===== config.mk =====
export PLATFORM = sky130hd
export DESIGN_NAME = i2c_slave_responder
export DESIGN_NICKNAME = d
export VERILOG_FILES = /design/src/rtl/i2c_slave_responder.sv
export SDC_FILE = /design/constraint.sdc
export NUM_CORES = 1
export LEC_CHECK = 0
export BUFFER_PORTS_ARGS = -buffer_cell sky130_fd_sc_hd__buf_4
export CELL_PAD_IN_SITES_DETAIL_PLACEMENT = 1
export CELL_PAD_IN_SITES_GLOBAL_PLACEMENT = 2
export CORE_MARGIN = 2
export CORE_UTILIZATION = 35
export DETAILED_ROUTE_END_ITERATION = 10
export PLACE_DENSITY = 0.72
export SLEW_MARGIN = 20
export SYNTH_ARGS = -nofsm -noshare
export SYNTH_HDL_FRONTEND = slang
export SYNTH_SLANG_ARGS = --single-unit
export TNS_END_PERCENT = 10

===== constraint.sdc =====
create_clock -name pclk -period 3.7 [get_ports pclk]
set_clock_uncertainty 0.2 [all_clocks]
set_input_delay 0.74 -clock pclk [delete_from_list [all_inputs] [get_ports pclk]]
set_output_delay 0.74 -clock pclk [all_outputs]
set_load 0.02 [all_outputs]

===== src/rtl/i2c_slave_responder.sv =====
// I2C target with a small 8-bit register file: register-pointer writes, auto-incrementing
// reads and writes, open-drain SDA via sda_oen, all sampled from oversampled SCL/SDA on pclk.
module i2c_slave_responder #(
    parameter logic [6:0]  SLAVE_ADDRESS = 7'h68,
    parameter int unsigned NO_OF_REG     = 4
) (
    input  logic       pclk,
    input  logic       areset,
    input  logic       scl_i,
    input  logic       sda_i,
    output logic       sda_oen,
    output logic       busy,
    output logic       wr_strobe,
    output logic [7:0] wr_index,
    output logic [7:0] wr_data,
    input  logic [7:0] dbg_index,
    output logic [7:0] dbg_data
);
    localparam int unsigned IW = (NO_OF_REG > 1) ? $clog2(NO_OF_REG) : 1;

    typedef enum logic [3:0] {
        IDLE, ADDR, ADDR_ACK, REG, REG_ACK, WR_DATA, WR_ACK, RD_DATA, RD_ACK, IGNORE
    } state_t;

    state_t          r_state;
    logic            r_scl_s1, r_scl_s2, r_scl_d;
    logic            r_sda_s1, r_sda_s2, r_sda_d;
    logic [2:0]      r_bitcnt;
    logic [7:0]      r_shift;
    logic            r_rw;
    logic            r_phase;
    logic [IW-1:0]   r_ptr;
    logic [7:0]      r_regs [NO_OF_REG];
    logic            r_sda_oen, r_busy, r_wr_strobe;
    logic [7:0]      r_wr_index, r_wr_data;

    logic            w_scl_rise, w_scl_fall, w_start, w_stop;
    logic [7:0]      w_byte;
    logic [IW-1:0]   w_ptr_next;
    logic [7:0]      w_dbg;

    always_ff @(posedge pclk or negedge areset) begin
        if (!areset) begin
            {r_scl_s1, r_scl_s2, r_scl_d} <= '1;
            {r_sda_s1, r_sda_s2, r_sda_d} <= '1;
        end else begin
            r_scl_s1 <= scl_i;
            r_scl_s2 <= r_scl_s1;
            r_scl_d  <= r_scl_s2;
            r_sda_s1 <= sda_i;
            r_sda_s2 <= r_sda_s1;
            r_sda_d  <= r_sda_s2;
        end
    end

    assign w_scl_rise = r_scl_s2 & ~r_scl_d;
    assign w_scl_fall = ~r_scl_s2 & r_scl_d;
    assign w_start    = r_scl_s2 & r_scl_d & r_sda_d & ~r_sda_s2;
    assign w_stop     = r_scl_s2 & r_scl_d & ~r_sda_d & r_sda_s2;
    assign w_byte     = {r_shift[6:0], r_sda_s2};
    assign w_ptr_next = (32'(r_ptr) == NO_OF_REG - 1) ? '0 : IW'(32'(r_ptr) + 32'd1);

    // ACK states use r_phase: first SCL fall drives the ACK, second fall ends the slot.
    always_ff @(posedge pclk or negedge areset) begin
        if (!areset) begin
            r_state     <= IDLE;
            r_bitcnt    <= '0;
            r_shift     <= '0;
            r_rw        <= 1'b0;
            r_phase     <= 1'b0;
            r_ptr       <= '0;
            r_sda_oen   <= 1'b0;
            r_busy      <= 1'b0;
            r_wr_strobe <= 1'b0;
            r_wr_index  <= '0;
            r_wr_data   <= '0;
            for (int unsigned i = 0; i < NO_OF_REG; i++) r_regs[i] <= '0;
        end else begin
            r_wr_strobe <= 1'b0;
            if (w_start) begin
                r_state   <= ADDR;
                r_bitcnt  <= '0;
                r_sda_oen <= 1'b0;
                r_busy    <= 1'b1;
            end else if (w_stop) begin
                r_state   <= IDLE;
                r_sda_oen <= 1'b0;
                r_busy    <= 1'b0;
            end else begin
                case (r_state)
                    ADDR, REG, WR_DATA: if (w_scl_rise) begin
                        r_shift  <= w_byte;
                        r_bitcnt <= r_bitcnt + 3'd1;
                        r_phase  <= 1'b0;
                        if (r_bitcnt == 3'd7) begin
                            if (r_state == ADDR) begin
                                if (w_byte[7:1] == SLAVE_ADDRESS) begin
                                    r_rw    <= w_byte[0];
                                    r_state <= ADDR_ACK;
                                end else begin
                                    r_state <= IGNORE;
                                end
                            end else if (r_state == REG) begin
                                if (32'(w_byte) < NO_OF_REG) begin
                                    r_ptr   <= IW'(w_byte);
                                    r_state <= REG_ACK;
                                end else begin
                                    r_state <= IGNORE;
                                end
                            end else begin
                                r_regs[r_ptr] <= w_byte;
                                r_wr_strobe   <= 1'b1;
                                r_wr_index    <= 8'(r_ptr);
                                r_wr_data     <= w_byte;
                                r_ptr         <= w_ptr_next;
                                r_state       <= WR_ACK;
                            end
                        end
                    end
                    ADDR_ACK, REG_ACK, WR_ACK: if (w_scl_fall) begin
                        if (!r_phase) begin
                            r_sda_oen <= 1'b1;
                            r_phase   <= 1'b1;
                        end else begin
                            r_phase  <= 1'b0;
                            r_bitcnt <= '0;
                            if (r_state == ADDR_ACK && r_rw) begin
                                r_sda_oen <= ~r_regs[r_ptr][7];
                                r_shift   <= {r_regs[r_ptr][6:0], 1'b0};
                                r_state   <= RD_DATA;
                            end else begin
                                r_sda_oen <= 1'b0;
                                r_state   <= (r_state == ADDR_ACK) ? REG : WR_DATA;
                            end
                        end
                    end
                    RD_DATA: begin
                        if (w_scl_fall) begin
                            r_sda_oen <= ~r_shift[7];
                            r_shift   <= {r_shift[6:0], 1'b0};
                        end else if (w_scl_rise) begin
                            r_bitcnt <= r_bitcnt + 3'd1;
                            if (r_bitcnt == 3'd7) begin
                                r_state <= RD_ACK;
                                r_phase <= 1'b0;
                            end
                        end
                    end
                    RD_ACK: begin
                        if (w_scl_fall && !r_phase) begin
                            r_sda_oen <= 1'b0;
                            r_phase   <= 1'b1;
                        end else if (w_scl_rise && r_phase) begin
                            // Next byte is preloaded here; RD_DATA drives its MSB on the coming fall.
                            r_ptr    <= w_ptr_next;
                            r_bitcnt <= '0;
                            if (!r_sda_s2) begin
                                r_shift <= r_regs[w_ptr_next];
                                r_state <= RD_DATA;
                            end else begin
                                r_state <= IGNORE;
                            end
                        end
                    end
                    default: ;
                endcase
            end
        end
    end

    always_comb begin
        w_dbg = '0;
        if (32'(dbg_index) < NO_OF_REG) w_dbg = r_regs[IW'(dbg_index)];
    end

    assign sda_oen   = r_sda_oen;
    assign busy      = r_busy;
    assign wr_strobe = r_wr_strobe;
    assign wr_index  = r_wr_index;
    assign wr_data   = r_wr_data;
    assign dbg_data  = w_dbg;
endmodule


==> flow_summary.ini, run 1 <==
[status]
status = finished clean

[yosys]
yosysWarnings = 0
synth_cells = 343
synthArstFlopShare = 1.000
yosys.area.top_type = dfrtp_1
synth_top_area_share = 0.4016
synth_edf_count = 0
yosys_most_used_dff = dfrtp_1
ys_top_cells_by_area = dfrtp_1 (40%), mux4_2 (14%), mux2_2 (13%)
ys_ff_latch = 70
synthDistinctLibCells = 54
syn-cell-area_mm2 = 0.003988
avgSynthCellArea_um2 = 11.63
seq_area_frac_synth = 0.4412

[sta]
finalSetupTns_ns = 0
hold_violations = 0
fin_crit_ns = 3.007
tightest_slew_ns = 0.9122
max_freq_ghz = 0.3325
finalCritPeriodShare = 0.8128
finalSetupViolations = 0
slew-limit-headroom = 0.3919
finalWorstSetupSlack_ns = 0.6925
rsz0062_at_grt = no
fin_hold_ws_ns = 0.1621
slew_viol_final = 0

[clocking]
clkTransAtPathRegs_ns = 0.06
cts_buffer_depth = 2
cts.root.buffer_cell = clkbuf_16
post_cts_buffers = 0
cts_buffers = 9
clk_latency_ns = 0.34
tritoncts = built
cts_hold_buffers = 0
cts_resized = 0
cts.sinks = 70
htreeDepth = 3

[detailed_routing]
postRouteAntennaNets = 0
wl_met2_mm = 5.210
wl_per_cell_um = 20.32
wl_met1_mm = 4.812
num_vias = 2844
wirelength_mm = 10.44
met3_length_um = 301
viasPerCell = 5.533
drc = 0
first_pass_iters = 4
top_layer = met4
dr.first_iter.drc_count = 82

[power_and_ir_drop]
ir_drop_uv = 273.0
seqPwrFrac = 0.371
swShare = 0.3826
p_int_mw = 1.809
power_mw = 2.929
combPwrFrac = 0.357
switchingPower_mw = 1.121
p_leak_nw = 2.188
cellPowerDensity_mw_per_mm2 = 636.2
clockPowerShare = 0.272

[floorplan]
initial_core_util = 0.3631
rows = 38
die_h_um = 110.7
core_mm2 = 0.01098
die_w_um = 110.7
die_area_mm2 = 0.01226
ios = 39

[critical_path]
crit_arrival_ns = 3.03
cp_num_cells = 6
end_kind = flip-flop
reg2reg_to = r_shift[5]$_DFFE_PN0P_
critPathTopFamily = multiplexers
critPathLaunch = r_ptr[1]$_DFFE_PN0P_
critical_path.max_stage_delay_ns = 0.68
reg2reg_depth = 6
critPathKind = reg -> reg
cp.buffers_inverters = 1
ff2ff_setup_slack_ns = 0.69
path_cells = inv_1 > ha_1 > mux4_2 > a22oi_1 > nand2_1 > mux2_2
critPathCapture = r_shift[5]$_DFFE_PN0P_
cp.required_ns = 3.72
start_kind = flip-flop
cp_max_fo = 11
slowest_stage = ha_1
timing.rr.start = r_ptr[1]$_DFFE_PN0P_

[place]
numPlacedInstances = 498
dp_slack_ns = 0.6872
io_buffers = 32
gp_congestion = 0.7735
dp.final_hpwl_mm = 7.007

[cells_and_area]
mostFrequentLayoutCell = dfrtp_1
stdcell_count = 514
drive_above_1_share = 0.3610
fin_nets = 387
mostFrequentLayoutCells = dfrtp_1 (64), nand2_1 (56), mux2_2 (45), buf_4 (38), mux4_2 (24)
area_growth_pct = 15.47
fillers = 1168
antenna_cells = 0

[global_routing]
grt_pass1_wl_mm = 17.35
antenna_found_initial = 0
grt_overflow = 0
grt_usage = 0.1813
grt_pass1_vias = 3113
grt_max_degree = 71

[job]
drv_cap = 0

[min_path]
hold_path_class = reg -> reg
==> cells by family (layout without fill, tap and decap cells) <==
logic type / count (synthesis) / count (layout) / synth area share
other: 1 / 6 / 0.0009404
XOR/XNOR: 1 / 1 / 0.002197
AO/OA/AOI/OAI: 42 / 42 / 0.07562
flip-flops: 70 / 70 / 0.4412
multiplexers: 74 / 74 / 0.2752
AND/OR/NAND/NOR: 115 / 115 / 0.1459
adder cells (fa/ha/maj): 6 / 6 / 0.01883
buffers and inverters: 34 / 60 / 0.04016
==> layout make-up <==
class | instances | area [µm²] | area share
clock buffer | 12 | 246.5 | 0.05353
clock inverter | 4 | 22.52 | 0.004891
inverter | 6 | 22.52 | 0.004891
multi-input combinational | 244 | 2093 | 0.4546
sequential | 70 | 1759 | 0.3821
tap | 140 | 175.2 | 0.03804
timing repair buffer | 38 | 285.3 | 0.06196
==> layer usage <==
layer,global-route usage,vias to the layer above
li1,-,1309
met3,0.03499,8
met4,0.05750,0
met1,0.2395,1485
met5,0,-
met2,0.3018,42
==> stage by stage <==
stage	cell area (µm²)	utilization
5_1_grt	4604	0.4192
2_1_floorplan	4006	-
3_3_place_gp	4335	0.3947
3_5_place_dp	4335	0.3947
6_report	4604	0.4192
4_1_cts	4604	0.4192
==> worst min path at each step <==
stage / startpoint / end / slack [ns] / depth (start not counted)
after floorplan: r_scl_s1$_DFF_PN1_ / r_scl_s2$_DFF_PN1_ / 0.15 / 0
after global placement: r_sda_s1$_DFF_PN1_ / r_sda_s2$_DFF_PN1_ / 0.15 / 0
after detailed placement: r_scl_s1$_DFF_PN1_ / r_scl_s2$_DFF_PN1_ / 0.15 / 0
after CTS: r_scl_s1$_DFF_PN1_ / r_scl_s2$_DFF_PN1_ / 0.16 / 0
after global routing: r_scl_s1$_DFF_PN1_ / r_scl_s2$_DFF_PN1_ / 0.17 / 0
final: r_scl_s1$_DFF_PN1_ / r_scl_s2$_DFF_PN1_ / 0.16 / 0
==> power groups by stage <==
stage               registers [mW]  logic [mW]  clock network [mW]
floorplan                    0.955       0.901                   0
global placement              1.09        1.04                   0
detailed placement            1.10        1.06                   0
CTS                           1.09        1.06               0.812
global route                  1.12        1.17               0.850
finish                        1.09        1.05               0.797
==> cells in the mapped netlist (3+ instances only) <==
master,number
mux2_2,45
inv_1,5
a31oi_1,5
nand4b_1,4
a21o_1,3
a22oi_1,7
buf_2,5
nor3_1,4
dfstp_2,6
mux2i_1,5
nand2_1,56
nor2b_1,4
clkbuf_1,13
a21oi_1,5
a211oi_1,3
nand2b_1,3
dfrtp_1,64
o21ai_0,8
mux4_2,24
nor2_1,10
buf_1,3
buf_4,7
ha_1,6
and3_1,9
nor4_1,4
==> state kept, by name, summed over array words and instances (netlist names), 2 cells and up <==
signal    count
r_state       4
r_ptr         2
wr_index      2
r_bitcnt      3
r_regs       32
r_shift       8
wr_data       8
No activity file was read; power rests on OpenSTA's default activity.
==> inputs of run 2 (changes only) <==
--- a/config.mk
+++ b/config.mk
@@ -5,13 +5,14 @@
 export SDC_FILE = /design/constraint.sdc
 export NUM_CORES = 1
 export LEC_CHECK = 0
+export ABC_AREA = 1
 export BUFFER_PORTS_ARGS = -buffer_cell sky130_fd_sc_hd__buf_4
 export CELL_PAD_IN_SITES_DETAIL_PLACEMENT = 1
 export CELL_PAD_IN_SITES_GLOBAL_PLACEMENT = 2
 export CORE_MARGIN = 2
 export CORE_UTILIZATION = 35
 export DETAILED_ROUTE_END_ITERATION = 10
-export PLACE_DENSITY = 0.72
+export PLACE_DENSITY = 0.82
 export SLEW_MARGIN = 20
 export SYNTH_ARGS = -nofsm -noshare
 export SYNTH_HDL_FRONTEND = slang
==> constraint.sdc (replaced) <==
create_clock -name pclk -period 3.1 [get_ports pclk]
set_clock_uncertainty 0.2 [all_clocks]
set_input_delay 0.62 -clock pclk [delete_from_list [all_inputs] [get_ports pclk]]
set_output_delay 0.62 -clock pclk [all_outputs]
set_load 0.02 [all_outputs]
==> flow_summary.ini, run 2 <==
[power_and_ir_drop]
ir_drop_uv = 433.6
cellPowerDensity_mw_per_mm2 = 890.6
p_leak_nw = 2.445

[status]
status = finished clean

[critical_path]
cp_num_cells = 5
start_kind = input pin
critPathLaunch = dbg_index[5]
crit_path_frequent_cell = buf_4
critPathKind = in -> out
critPathTopFamily = simple AND/OR/NAND/NOR gates
cp.required_ns = 2.28
path_cells = buf_4 > nor4_1 > nand2_1 > a311oi_1 > buf_4
reg2reg_depth = 9
slowest_stage = nor4_1
crit_arrival_ns = 1.76
timing.rr.start = r_sda_s2$_DFF_PN1_
critical_path.max_stage_delay_ns = 0.28
cp_max_fo = 8
cp.buffers_inverters = 2
end_kind = output pin

[yosys]
synth_top_area_share = 0.3633
ys_ff_latch = 70
seq_area_frac_synth = 0.3991
synthDistinctLibCells = 32
avgSynthCellArea_um2 = 7.322
post-synth-top-count-cell = nand2_1
synthArstFlopShare = 1.000
yosys.area.top_type = dfrtp_1
synth_cells = 602
ys_top_cells_by_area = dfrtp_1 (36%), nand2_1 (15%), o21ai_0 (6.5%)
yosys_most_used_dff = dfrtp_1
yosysWarnings = 0
syn-cell-area_mm2 = 0.004408
synth_edf_count = 0
synthTopCellsByCount = nand2_1 (175), dfrtp_1 (64), o21ai_0 (57)

[cells_and_area]
fin_util = 0.4143
largest_register_ff_count = 32
max_flop_register = r_regs
multiInputGateArea_mm2 = 0.002261
fin_nets = 643
mostFrequentLayoutCell = nand2_1
mostFrequentLayoutCells = nand2_1 (175), dfrtp_1 (64), o21ai_0 (57), a21oi_1 (51), inv_1 (46)
antenna_cells = 0
fillers = 1526
regArea_mm2 = 0.001759
drive_above_1_share = 0.1587
area_growth_pct = 14.31

[sta]
fin_crit_ns = 2.582
slew_viol_final = 0
slew-limit-headroom = 0.3889
tightest_slew_ns = 0.9166
finalSetupViolations = 0
finalSetupTns_ns = 0
rsz0062_at_grt = no
hold_violations = 0
finalCritPeriodShare = 0.8328
max_freq_ghz = 0.3873

[floorplan]
die_w_um = 116.2
core_mm2 = 0.01216
rows = 40
ios = 39
die_area_mm2 = 0.01351
initial_core_util = 0.3624
die_h_um = 116.2

[place]
dp.final_hpwl_mm = 9.758
gp_congestion = 0.8745
io_buffers = 32

[clocking]
post_cts_buffers = 0
cts.root.buffer_cell = clkbuf_16
clkTransAtPathRegs_ns = 0.06
cts_resized = 0
cts_buffer_depth = 2
cts.sinks = 70
tritoncts = built
htreeDepth = 3
cts_hold_buffers = 0
cts_buffers = 9
clk_latency_ns = 0.34

[detailed_routing]
wl_per_cell_um = 16.85
wirelength_mm = 13.44
postRouteAntennaNets = 0
drc = 0
dr.first_iter.drc_count = 255
first_pass_iters = 4
num_vias = 4070
viasPerCell = 5.100

[global_routing]
grt_usage = 0.2161
antenna_found_initial = 0
grt_max_degree = 71
grt_pass1_vias = 4151
grt_overflow = 0
grt_pass1_wl_mm = 22.05

[min_path]
hold_path_depth = 0
worstHoldStart = r_scl_s1$_DFF_PN1_
hold_path_class = reg -> reg

[job]
drv_cap = 0
run 2: kinds of logic (layout without fill, tap and decap cells):
family / Yosys count / in the layout / synth area share
and+or+nand+nor: 284 / 284 / 0.3077
AOI/OAI and AO/OA: 155 / 155 / 0.1831
buffers and inverters: 86 / 109 / 0.09225
DFF: 70 / 70 / 0.3991
adders and majority gates: 6 / 6 / 0.01703
other: 1 / 6 / 0.0008507
run 2: cell type report:
type / instances / area share
Multi-Input combinational cell: 451 / 0.4487
Sequential cell: 70 / 0.3491
Timing Repair Buffer: 37 / 0.05513
Clock buffer: 11 / 0.05016
Inverter: 56 / 0.04222
Tap cell: 168 / 0.04172
Clock inverter: 5 / 0.01291
run 2: report_power, final:
group	total (mW)	internal [mW]	switching (mW)
Clock	1.10	0.675	0.427
Combinational	2.23	0.691	1.54
Sequential	1.15	1.03	0.122
run 2: metal layers:
metal  part of all wire  global-route usage  up-vias
li1                   -                   -     2010
met1               0.47              0.2981     1975
met2               0.46              0.3457       76
met3              0.055             0.04203        9
met4              0.012             0.06349        0
met5                  0                   0        -
run 2: stage by stage:
step	power, mW	hold WS (ns)	worst slack, ns	instance area (µm²)	cells
after global routing	4.862	0.1623	0.3822	5039	798
after CTS	4.537	0.1604	0.4859	5039	798
after floorplan	2.845	0.1244	0.4264	4427	607
final	4.488	0.1580	0.5182	5039	798
after global placement	3.341	0.1454	0.5582	4721	782
after detailed placement	3.410	0.1473	0.4987	4721	782
run 2: worst paths after layout:
kind	to	slack, ns
worst max-delay path	dbg_data[0]	0.52
worst min-delay path	r_scl_s2$_DFF_PN1_	0.16
worst max register to register	r_shift[6]$_DFFE_PN0P_	1.03
worst min register to register	r_scl_s2$_DFF_PN1_	0.16
max in group asynchronous	sda_oen$_DFFE_PN0P_	1.89
min in group asynchronous	r_regs[12]$_DFFE_PN0P_	0.21
==> inputs of run 3 (changes only) <==
==> constraint.sdc (replaced) <==
create_clock -name pclk -period 2.6 [get_ports pclk]
set_clock_uncertainty 0.2 [all_clocks]
set_input_delay 0.52 -clock pclk [delete_from_list [all_inputs] [get_ports pclk]]
set_output_delay 0.52 -clock pclk [all_outputs]
set_load 0.02 [all_outputs]
==> flow_summary.ini, run 3 (synthesis gave the netlist of run 2 again) <==
[status]
status = finished clean

[min_path]
hold_path_class = in -> reg

[critical_path]
start_kind = input pin
cp_max_fo = 5
crit_arrival_ns = 1.65
critPathTopFamily = buffers and inverters
cp.required_ns = 1.88
path_cells = buf_4 > nor4_1 > nand2_1 > buf_4 > a21oi_1 > buf_4
critPathKind = in -> out
slowest_stage = nor4_1
cp.buffers_inverters = 3
critical_path.max_stage_delay_ns = 0.26
crit_path_frequent_cell = buf_4
end_kind = output pin

[detailed_routing]
wl_per_cell_um = 16.66
wirelength_mm = 13.34
dr.first_iter.drc_count = 216
num_vias = 4096
postRouteAntennaNets = 0
first_pass_iters = 4
viasPerCell = 5.114
drc = 0

[cells_and_area]
multiInputGateArea_mm2 = 0.002261
regArea_mm2 = 0.001759
max_flop_register = r_regs
mostFrequentLayoutCells = nand2_1 (175), dfrtp_1 (64), o21ai_0 (57), a21oi_1 (51), inv_1 (46)
drive_above_1_share = 0.1611
fin_nets = 646
stdcell_count = 801
largest_register_ff_count = 32
antenna_cells = 0
fillers = 1520
fin_util = 0.4185
mostFrequentLayoutCell = nand2_1
area_growth_pct = 15.47

[sta]
tightest_slew_ns = 0.6331
fin_hold_ws_ns = 0.07931
finalSetupTns_ns = 0
max_freq_ghz = 0.4219
slew_viol_final = 0
finalCritPeriodShare = 0.9116
hold_violations = 0
rsz0062_at_grt = no
fin_crit_ns = 2.370
slew-limit-headroom = 0.5761
finalSetupViolations = 0

[place]
gp_congestion = 0.8297
io_buffers = 32
dp.final_hpwl_mm = 9.878
numPlacedInstances = 784

[global_routing]
globalRouteMet3Util = 0.03269
grt_pass1_wl_mm = 21.85
grt_max_degree = 42
grt_use_met2 = 0.3372
grt_usage = 0.2117
grt_pass1_vias = 4190
grt_overflow = 0
top_usage_layer = met2
antenna_found_initial = 0
grt_use_met1 = 0.2931

[clocking]
cts.root.buffer_cell = clkbuf_16
cts.sinks = 70
tritoncts = built
cts_resized = 0
cts_buffers = 9
htreeDepth = 3
clkTransAtPathRegs_ns = 0.06
cts_buffer_depth = 2
clk_latency_ns = 0.35

[floorplan]
core_mm2 = 0.01216
die_h_um = 116.2
initial_core_util = 0.3624
ios = 39
die_area_mm2 = 0.01351
die_w_um = 116.2
rows = 40

[power_and_ir_drop]
p_leak_nw = 2.468
power_mw = 5.407
cellPowerDensity_mw_per_mm2 = 1062
ir_drop_uv = 490.3

[job]
drv_cap = 0
run 3: cell count changes in the layout (fill, tap and decap cells not counted):
cell and delta:
dlygate4sd3_1 +1, buf_4 +1, inv_6 -1, clkinv_4 +1, buf_12 +1, bufinv_16 +1, inv_8 +1, clkbuf_8 -2
run 3: metal layers:
layer | share of wire | routed length, µm
met1 | 0.49 | 6521
met2 | 0.46 | 6158
met3 | 0.032 | 423
met4 | 0.018 | 238
met5 | 0 | 0
run 3: worst register-to-register path, delay by kind of cell, from the launching register on:
kind             cells  cell delay (ns)
AO/OA/AOI/OAI        2             0.80
flip-flops           1             0.46
AND/OR/NAND/NOR      4             0.51
run 3: path summary, 6_finish.rpt:
check / from / end / slack [ns] / depth (start not counted)
setup / recovery: dbg_index[5] / dbg_data[5] / 0.23 / 6
hold / removal: sda_i / r_sda_s1$_DFF_PN1_ / 0.08 / 1
setup reg to reg: r_state[1]$_DFFE_PN0P_ / r_shift[3]$_DFFE_PN0P_ / 0.52 / 6
hold reg to reg: r_sda_s1$_DFF_PN1_ / r_sda_s2$_DFF_PN1_ / 0.16 / 0
max in group asynchronous: areset / r_sda_s2$_DFF_PN1_ / 1.09 / 3
min in group asynchronous: areset / r_regs[12]$_DFFE_PN0P_ / 0.46 / 2
run 3: repair_timing:
item	in CTS	in global routing
setup buffers	0	0
hold endpoints to repair	25	0
endpoints found under the setup margin	0	0
hold buffers	1	0
run 3: layout make-up:
type                       instances  share of cell area
clock buffer                       9             0.04425
multi-input combinational        451              0.4442
inverter                          56             0.04179
tap                              168             0.04130
clock inverter                     7             0.02089
timing repair buffer              40             0.06195
sequential                        70              0.3456
run 3: stage by stage:
step	setup slack, ns	area (µm²)
after floorplan	0.1264	4427
after global placement	0.2980	4748
after detailed placement	0.2289	4748
after CTS	0.2279	5090
after global routing	0.1394	5090
final	0.2299	5090
run 3: power breakdown:
part	internal (mW)	leakage [nW]	switching, mW	total, mW
clock	0.855	0.162	0.522	1.38
sequential	1.23	0.935	0.144	1.37
combinational	0.826	1.37	1.83	2.66
